## config.mk

```make
export PLATFORM = sky130hd
export DESIGN_NAME = zion_rf_wb_arbiter
export DESIGN_NICKNAME = d
export VERILOG_FILES = /design/src/rtl/zion_rf_wb_arbiter.sv
export SDC_FILE = /design/constraint.sdc
export NUM_CORES = 1
export LEC_CHECK = 0
export CORE_MARGIN = 3
export CORE_UTILIZATION = 36
export CTS_BUF_LIST = sky130_fd_sc_hd__clkbuf_8
export DETAILED_ROUTE_END_ITERATION = 16
export PLACE_DENSITY = 0.81
export SYNTH_ARGS = -nofsm -noshare
export SYNTH_HDL_FRONTEND = slang
export SYNTH_SLANG_ARGS = --single-unit
```

## constraint.sdc

```tcl
create_clock -name clk -period 3.2 [get_ports clk]
set_input_delay 0.64 -clock clk [delete_from_list [all_inputs] [get_ports clk]]
set_output_delay 0.64 -clock clk [all_outputs]
set_load 0.02 [all_outputs]
```

## src/rtl/zion_rf_wb_arbiter.sv

```systemverilog
// Round-robin arbiter sharing one register-file write port among NUM_REQ write-back units.
// Optional per-requester stall counters when ZION_RF_WB_ARB_PERF_EN is defined.
module zion_rf_wb_arbiter #(
  parameter int unsigned NUM_REQ = 3,
  parameter int unsigned RV64    = 0
) (
  input  logic                              clk,
  input  logic                              rst,
  input  logic [NUM_REQ-1:0]                req_vld,
  input  logic [5*NUM_REQ-1:0]              req_rd,
  input  logic [32*(1+RV64)*NUM_REQ-1:0]    req_dat,
  output logic [NUM_REQ-1:0]                req_rdy,
  output logic                              wr_vld,
  output logic [4:0]                        wr_rd,
  output logic [32*(1+RV64)-1:0]            wr_dat,
  output logic [$clog2(NUM_REQ)-1:0]        wr_src,
  input  logic                              wr_rdy,
  output logic [31:0]                       pend_mask
`ifdef ZION_RF_WB_ARB_PERF_EN
  ,
  input  logic                              perf_clr,
  output logic [16*NUM_REQ-1:0]             stall_cnt
`endif
);

  localparam int unsigned XLEN = 32 * (1 + RV64);
  localparam int unsigned SW   = $clog2(NUM_REQ);

  logic [NUM_REQ-1:0] elig;
  logic [NUM_REQ-1:0] x0_req;
  logic [NUM_REQ-1:0] grant_oh;
  logic               hi_vld, lo_vld, grant_vld;
  logic [SW-1:0]      hi_idx, lo_idx, grant_idx;
  logic [4:0]         sel_rd;
  logic [XLEN-1:0]    sel_dat;
  logic               free;

  logic               wr_vld_q, wr_vld_d;
  logic [4:0]         wr_rd_q, wr_rd_d;
  logic [XLEN-1:0]    wr_dat_q, wr_dat_d;
  logic [SW-1:0]      wr_src_q, wr_src_d;
  logic [SW-1:0]      ptr_q, ptr_d;

  // x0 writes are acknowledged immediately and kept out of arbitration
  always_comb begin
    elig   = '0;
    x0_req = '0;
    for (int i = 0; i < NUM_REQ; i++) begin
      elig[i]   = req_vld[i] && (req_rd[5*i +: 5] != 5'd0);
      x0_req[i] = req_vld[i] && (req_rd[5*i +: 5] == 5'd0);
    end
  end

  // lowest eligible index at/above ptr wins, else lowest eligible overall (wrap)
  always_comb begin
    hi_vld = 1'b0;
    hi_idx = '0;
    lo_vld = 1'b0;
    lo_idx = '0;
    for (int i = NUM_REQ - 1; i >= 0; i--) begin
      if (elig[i]) begin
        lo_vld = 1'b1;
        lo_idx = SW'(i);
        if (SW'(i) >= ptr_q) begin
          hi_vld = 1'b1;
          hi_idx = SW'(i);
        end
      end
    end
    grant_vld = hi_vld || lo_vld;
    grant_idx = hi_vld ? hi_idx : lo_idx;
  end

  always_comb begin
    sel_rd  = '0;
    sel_dat = '0;
    for (int i = 0; i < NUM_REQ; i++) begin
      if (grant_idx == SW'(i)) begin
        sel_rd  = req_rd[5*i +: 5];
        sel_dat = req_dat[XLEN*i +: XLEN];
      end
    end
  end

  assign free     = !wr_vld_q || wr_rdy;
  assign grant_oh = NUM_REQ'(1) << grant_idx;
  assign req_rdy  = x0_req | ((grant_vld && free) ? grant_oh : '0);

  // output stage: load on grant when free, drain to idle when free with no grant
  always_comb begin
    wr_vld_d = wr_vld_q;
    wr_rd_d  = wr_rd_q;
    wr_dat_d = wr_dat_q;
    wr_src_d = wr_src_q;
    ptr_d    = ptr_q;
    if (free) begin
      wr_vld_d = grant_vld;
      if (grant_vld) begin
        wr_rd_d  = sel_rd;
        wr_dat_d = sel_dat;
        wr_src_d = grant_idx;
        ptr_d    = (grant_idx == SW'(NUM_REQ - 1)) ? '0 : grant_idx + SW'(1);
      end
    end
  end

  always_ff @(posedge clk or posedge rst) begin
    if (rst) begin
      wr_vld_q <= 1'b0;
      wr_rd_q  <= '0;
      wr_dat_q <= '0;
      wr_src_q <= '0;
      ptr_q    <= '0;
    end else begin
      wr_vld_q <= wr_vld_d;
      wr_rd_q  <= wr_rd_d;
      wr_dat_q <= wr_dat_d;
      wr_src_q <= wr_src_d;
      ptr_q    <= ptr_d;
    end
  end

  assign wr_vld    = wr_vld_q;
  assign wr_rd     = wr_rd_q;
  assign wr_dat    = wr_dat_q;
  assign wr_src    = wr_src_q;
  assign pend_mask = wr_vld_q ? (32'd1 << wr_rd_q) : 32'd0;

`ifdef ZION_RF_WB_ARB_PERF_EN
  logic [15:0] stall_q [NUM_REQ];
  logic [15:0] stall_d [NUM_REQ];

  // saturating count of cycles a requester waits without acceptance
  always_comb begin
    for (int i = 0; i < NUM_REQ; i++) begin
      stall_d[i] = stall_q[i];
      if (perf_clr) begin
        stall_d[i] = 16'd0;
      end else if (req_vld[i] && !req_rdy[i] && (stall_q[i] != 16'hFFFF)) begin
        stall_d[i] = stall_q[i] + 16'd1;
      end
    end
  end

  always_ff @(posedge clk or posedge rst) begin
    if (rst) begin
      for (int i = 0; i < NUM_REQ; i++) stall_q[i] <= 16'd0;
    end else begin
      for (int i = 0; i < NUM_REQ; i++) stall_q[i] <= stall_d[i];
    end
  end

  always_comb begin
    stall_cnt = '0;
    for (int i = 0; i < NUM_REQ; i++) stall_cnt[16*i +: 16] = stall_q[i];
  end
`endif

endmodule

```

==> results.txt <==
----------------------------------------------------
[Clock tree]
  Insertion delay of the later-clocked pin in the worst-skew pair ... 0.30 ns
  CTS hold repair buffers ... 0
  Clock-pin slew on the worst setup and hold paths ... 0.08 ns
  Cell at the root of the clock tree ... clkbuf_8
  TritonCTS Buffers ... 5
  Max H-tree Level ... 2
  Total number of clock tree sinks ... 42
  Buffer depth of the longest clock path ... 2
  CTS tree ... yes

[Critical path]
  Slowest cell on the critical path ... or4_4
  Type of destination of the critical path ... output pin
  Highest cell delay on the worst timing path ... 0.57 ns
  Sort of element at the start of the critical path ... input pin
  Reg2reg start ... ptr_q[1]
  Ordered cell list for the critical path ... clkdlybuf4s50_1 -> or4_4 -> o21ai_2 -> and3_4 -> or2_4 -> nor3_4 -> a21o_1 -> buf_6
  CP delay by family, top ... simple AND/OR/NAND/NOR gates
  WP data arrival ... ~2.5 ns
  Required time of the critical path ... 2.56 ns
  FF-to-FF End ... wr_dat[8]
  WP buf/inv ... 2
  Reg-to-reg setup timing slack ... 1.06 ns
  Number of cells on the worst reg-to-reg path ... 8
  Worst setup path category ... in -> out
  Critical path fanouts, max ... 6

[Final layout]
  FF+latch area ... 0.001051 mm²
  Relative area change from synthesis to final layout ... 82.31%
  Number of filler instances in the final layout ... about 570
  Antenna diodes ... 0
  Total number of nets in the final design ... 636
  Multi-input gate area ... 0.001551 mm²
  Core Util, Final ... 70.16%
  Area of all placed cells without fillers ... 0.004925 mm²
  Fraction of layout instances using a drive strength above 1 ... 12.50%

[Floorplanning]
  Core Area ... 0.007019 mm²
  # rows ... 30
  Boundary Pins ... 192
  Initial cell density of the core ... 38.48%
  Die width ... between 90 and 100 µm
  Chip Height ... 92.63 µm
  Area of the die ... 0.008579 mm²

[Synth]
  Most repeated cell in the gate-level netlist after synthesis ... nor2_1
  Dominant register cell in the synthesized netlist ... dfrtp_1
  Yosys Warn Count ... 0
  Unique masters post-synth ... 36
  Area share of the largest cell type after synthesis ... 38.91%
  Post-synthesis register bit count ... between 40 and 50
  Top area cells in the synthesized netlist ... dfrtp_1, a31o_1, nor2_1
  Sequential cell area fraction in the yosys report ... about 40%
  Share of async-settable or async-resettable flops after synthesis ... 100.0%
  Average cell area after synthesis ... 8.312 µm²
  Most frequent cells after synthesis ... nor2_1, dfrtp_1, nand2_1
  Leading area contributor after synthesis ... dfrtp_1
  Post-Syn Nets ... between 400 and 500
  Number of standard cells after synthesis ... 325
  Post-synthesis instance area ... between 0.002 and 0.003 mm²
  EDFF count, synth ... 0

[Place]
  Number of input and output port buffers inserted ... 191
  Area post-placement ... roughly 0.0047 mm²
  Gpl congestion ... 0.8531
  Post-DP HPWL ... 7896 µm
  Setup Slack @ Placement ... -0.3003 ns

[Worst hold path]
  Hold path depth ... 2
  Launch instance of the worst min-delay path ... wr_dat[23]
  Hold/Removal Path Class ... reg -> reg
  Min-Delay Endpoint ... wr_dat[23]

[Detailed routing]
  First drt pass iteration count ... 5
  Drt via density ... 5.253
  Routed Antenna Nets ... 0
  Total length of routed wires ... 10460 µm
  Wire length per cell ... 16.97 µm
  DRC violation count after routing ... 0
  Number of vias after detailed routing ... 3236
  Initial drt markers ... 96

[Timing]
  Fin crit share ... 99.23%
  Final hold slack ... 0.4892 ns
  Final setup violation count ... 0
  Minimum clock period after layout ... 3.175 ns
  Final Skew ... slightly above 0.008 ns
  Least-Margin Pin Slew ... 0.8736 ns
  Worst-case headroom to the max-slew limit ... 41.67%
  Count of pins over their slew limit ... 0
  Count of final hold-check violations ... 0
  Crit path setup slack, layout ... 0.02457 ns
  Fmax ... ~310 MHz

[Power and ir drop]
  Sw Pwr ... approximately 0.00087 W
  Sw frac ... 38.98%
  Cell Pwr Density ... 453.2 mW/mm²
  Worst-case vdd ir drop ... around 200 µV
  Sequential share of power ... ~33%
  Internal ... roughly 0.0014 W
  LEAKAGE ... ~2.0 nW
  Fraction of power consumed by combinational cells ... 51.9%
  Clock share of power ... 15.5%
  Total power after layout ... around 0.0022 W

[Global routing]
  Total global routing overflow ... 0
  Maximum number of pins on one net before global-route repair ... between 40 and 50
  Vias in the first global route ... 3257
  Tot GR Track Use ... 23.72%
  Wire length of the first global-routing pass ... ~16000 µm
  Initial antenna violation count ... 0

[Flow run]
  Max Cap Violations ... 0

[Status]
  Status ... completed

----------------------------------------------------
[cell type report]
class / instances / share of cell area (%)
Timing Repair Buffer: 215 / 42.73
Multi-Input combinational cell: 252 / 31.50
Sequential cell: 42 / 21.34
Tap cell: 96 / 2.439
Clock buffer: 5 / 1.397
Clock inverter: 3 / 0.3557
Inverter: 3 / 0.2287
[registers in the layout, indices dropped and copies added (netlist names)]
register  count
wr_dat       32
wr_rd         5
ptr_q         2
wr_src        2
wr_vld        1
[metal layers]
metal | track usage, % | vias to the layer above | part of all wire [%]
met5 | 0 | - | 0
met4 | 7.448 | 0 | 1.6
met3 | 7.961 | 15 | 9.8
met2 | 42.90 | 160 | 51
met1 | 26.11 | 1505 | 38
li1 | - | 1556 | -
[worst min-delay path, cell delays in order (launching register included)]
cell	delay, ns
dfrtp_1	0.35
nand2_1	0.05
o21ai_1	0.06
[through the flow]
stage	cells	setup TNS, ns
global placement	603	-0.4903
finish	616	0
global route	616	-0.04521
detailed placement	603	-0.6715
CTS	610	0
floorplan	325	0
[power groups by stage]
stage / Clock [W] / Sequential (W) / Combinational, W
floorplan: 0 / 0.000855 / 0.000467
global placement: 0 / 0.000729 / 0.00112
detailed placement: 0 / 0.000737 / 0.00114
CTS: 0.000349 / 0.000726 / 0.00115
global route: 0.000375 / 0.000747 / 0.00124
finish: 0.000345 / 0.000728 / 0.00116
[kinds of logic after synthesis]
group / count (synthesis) / synth area share, %
simple gates: 122 / 20.75
compound gates: 118 / 29.32
flops: 42 / 38.91
buf+inv: 31 / 6.623
mux: 11 / 4.076
xor+xnor: 1 / 0.3243
[cells in the final DEF, fill, tap and decap left out, types with 2 or more instances in the layout]
master and n:
clkdlybuf4s50_1 182, dfrtp_1 42, nor2_1 41, nand2_1 40
a21oi_1 25, o21ai_1 24, buf_4 24, o21ai_0 21
a31o_1 20, nand3_1 18, mux2i_1 11, o211ai_2 9
nand3b_1 6, dlymetal6s2s_1 6, a221oi_1 5, clkbuf_8 5
inv_1 3, or4_4 3, o21ai_2 3, o211ai_1 3
nor2_2 2, or3b_2 2, or3_1 2, a21o_1 2
[timing repair]
item / CTS / global route
pin swaps: 3 / 7
resized for setup: 15 / 14
endpoints found under the setup margin: 3 / 3
setup buffers: 0 / 6
[how the worst max path moves through the flow]
stage	end	start	cells past startpoint
floorplan	req_rdy[0]	req_rd[11]	7
global placement	req_rdy[2]	req_rd[11]	7
detailed placement	req_rdy[2]	req_rd[1]	7
CTS	req_rdy[1]	req_rd[2]	7
global route	req_rdy[2]	req_rd[2]	6
finish	req_rdy[0]	req_rd[11]	8
Power figures use the tool's default switching activity.
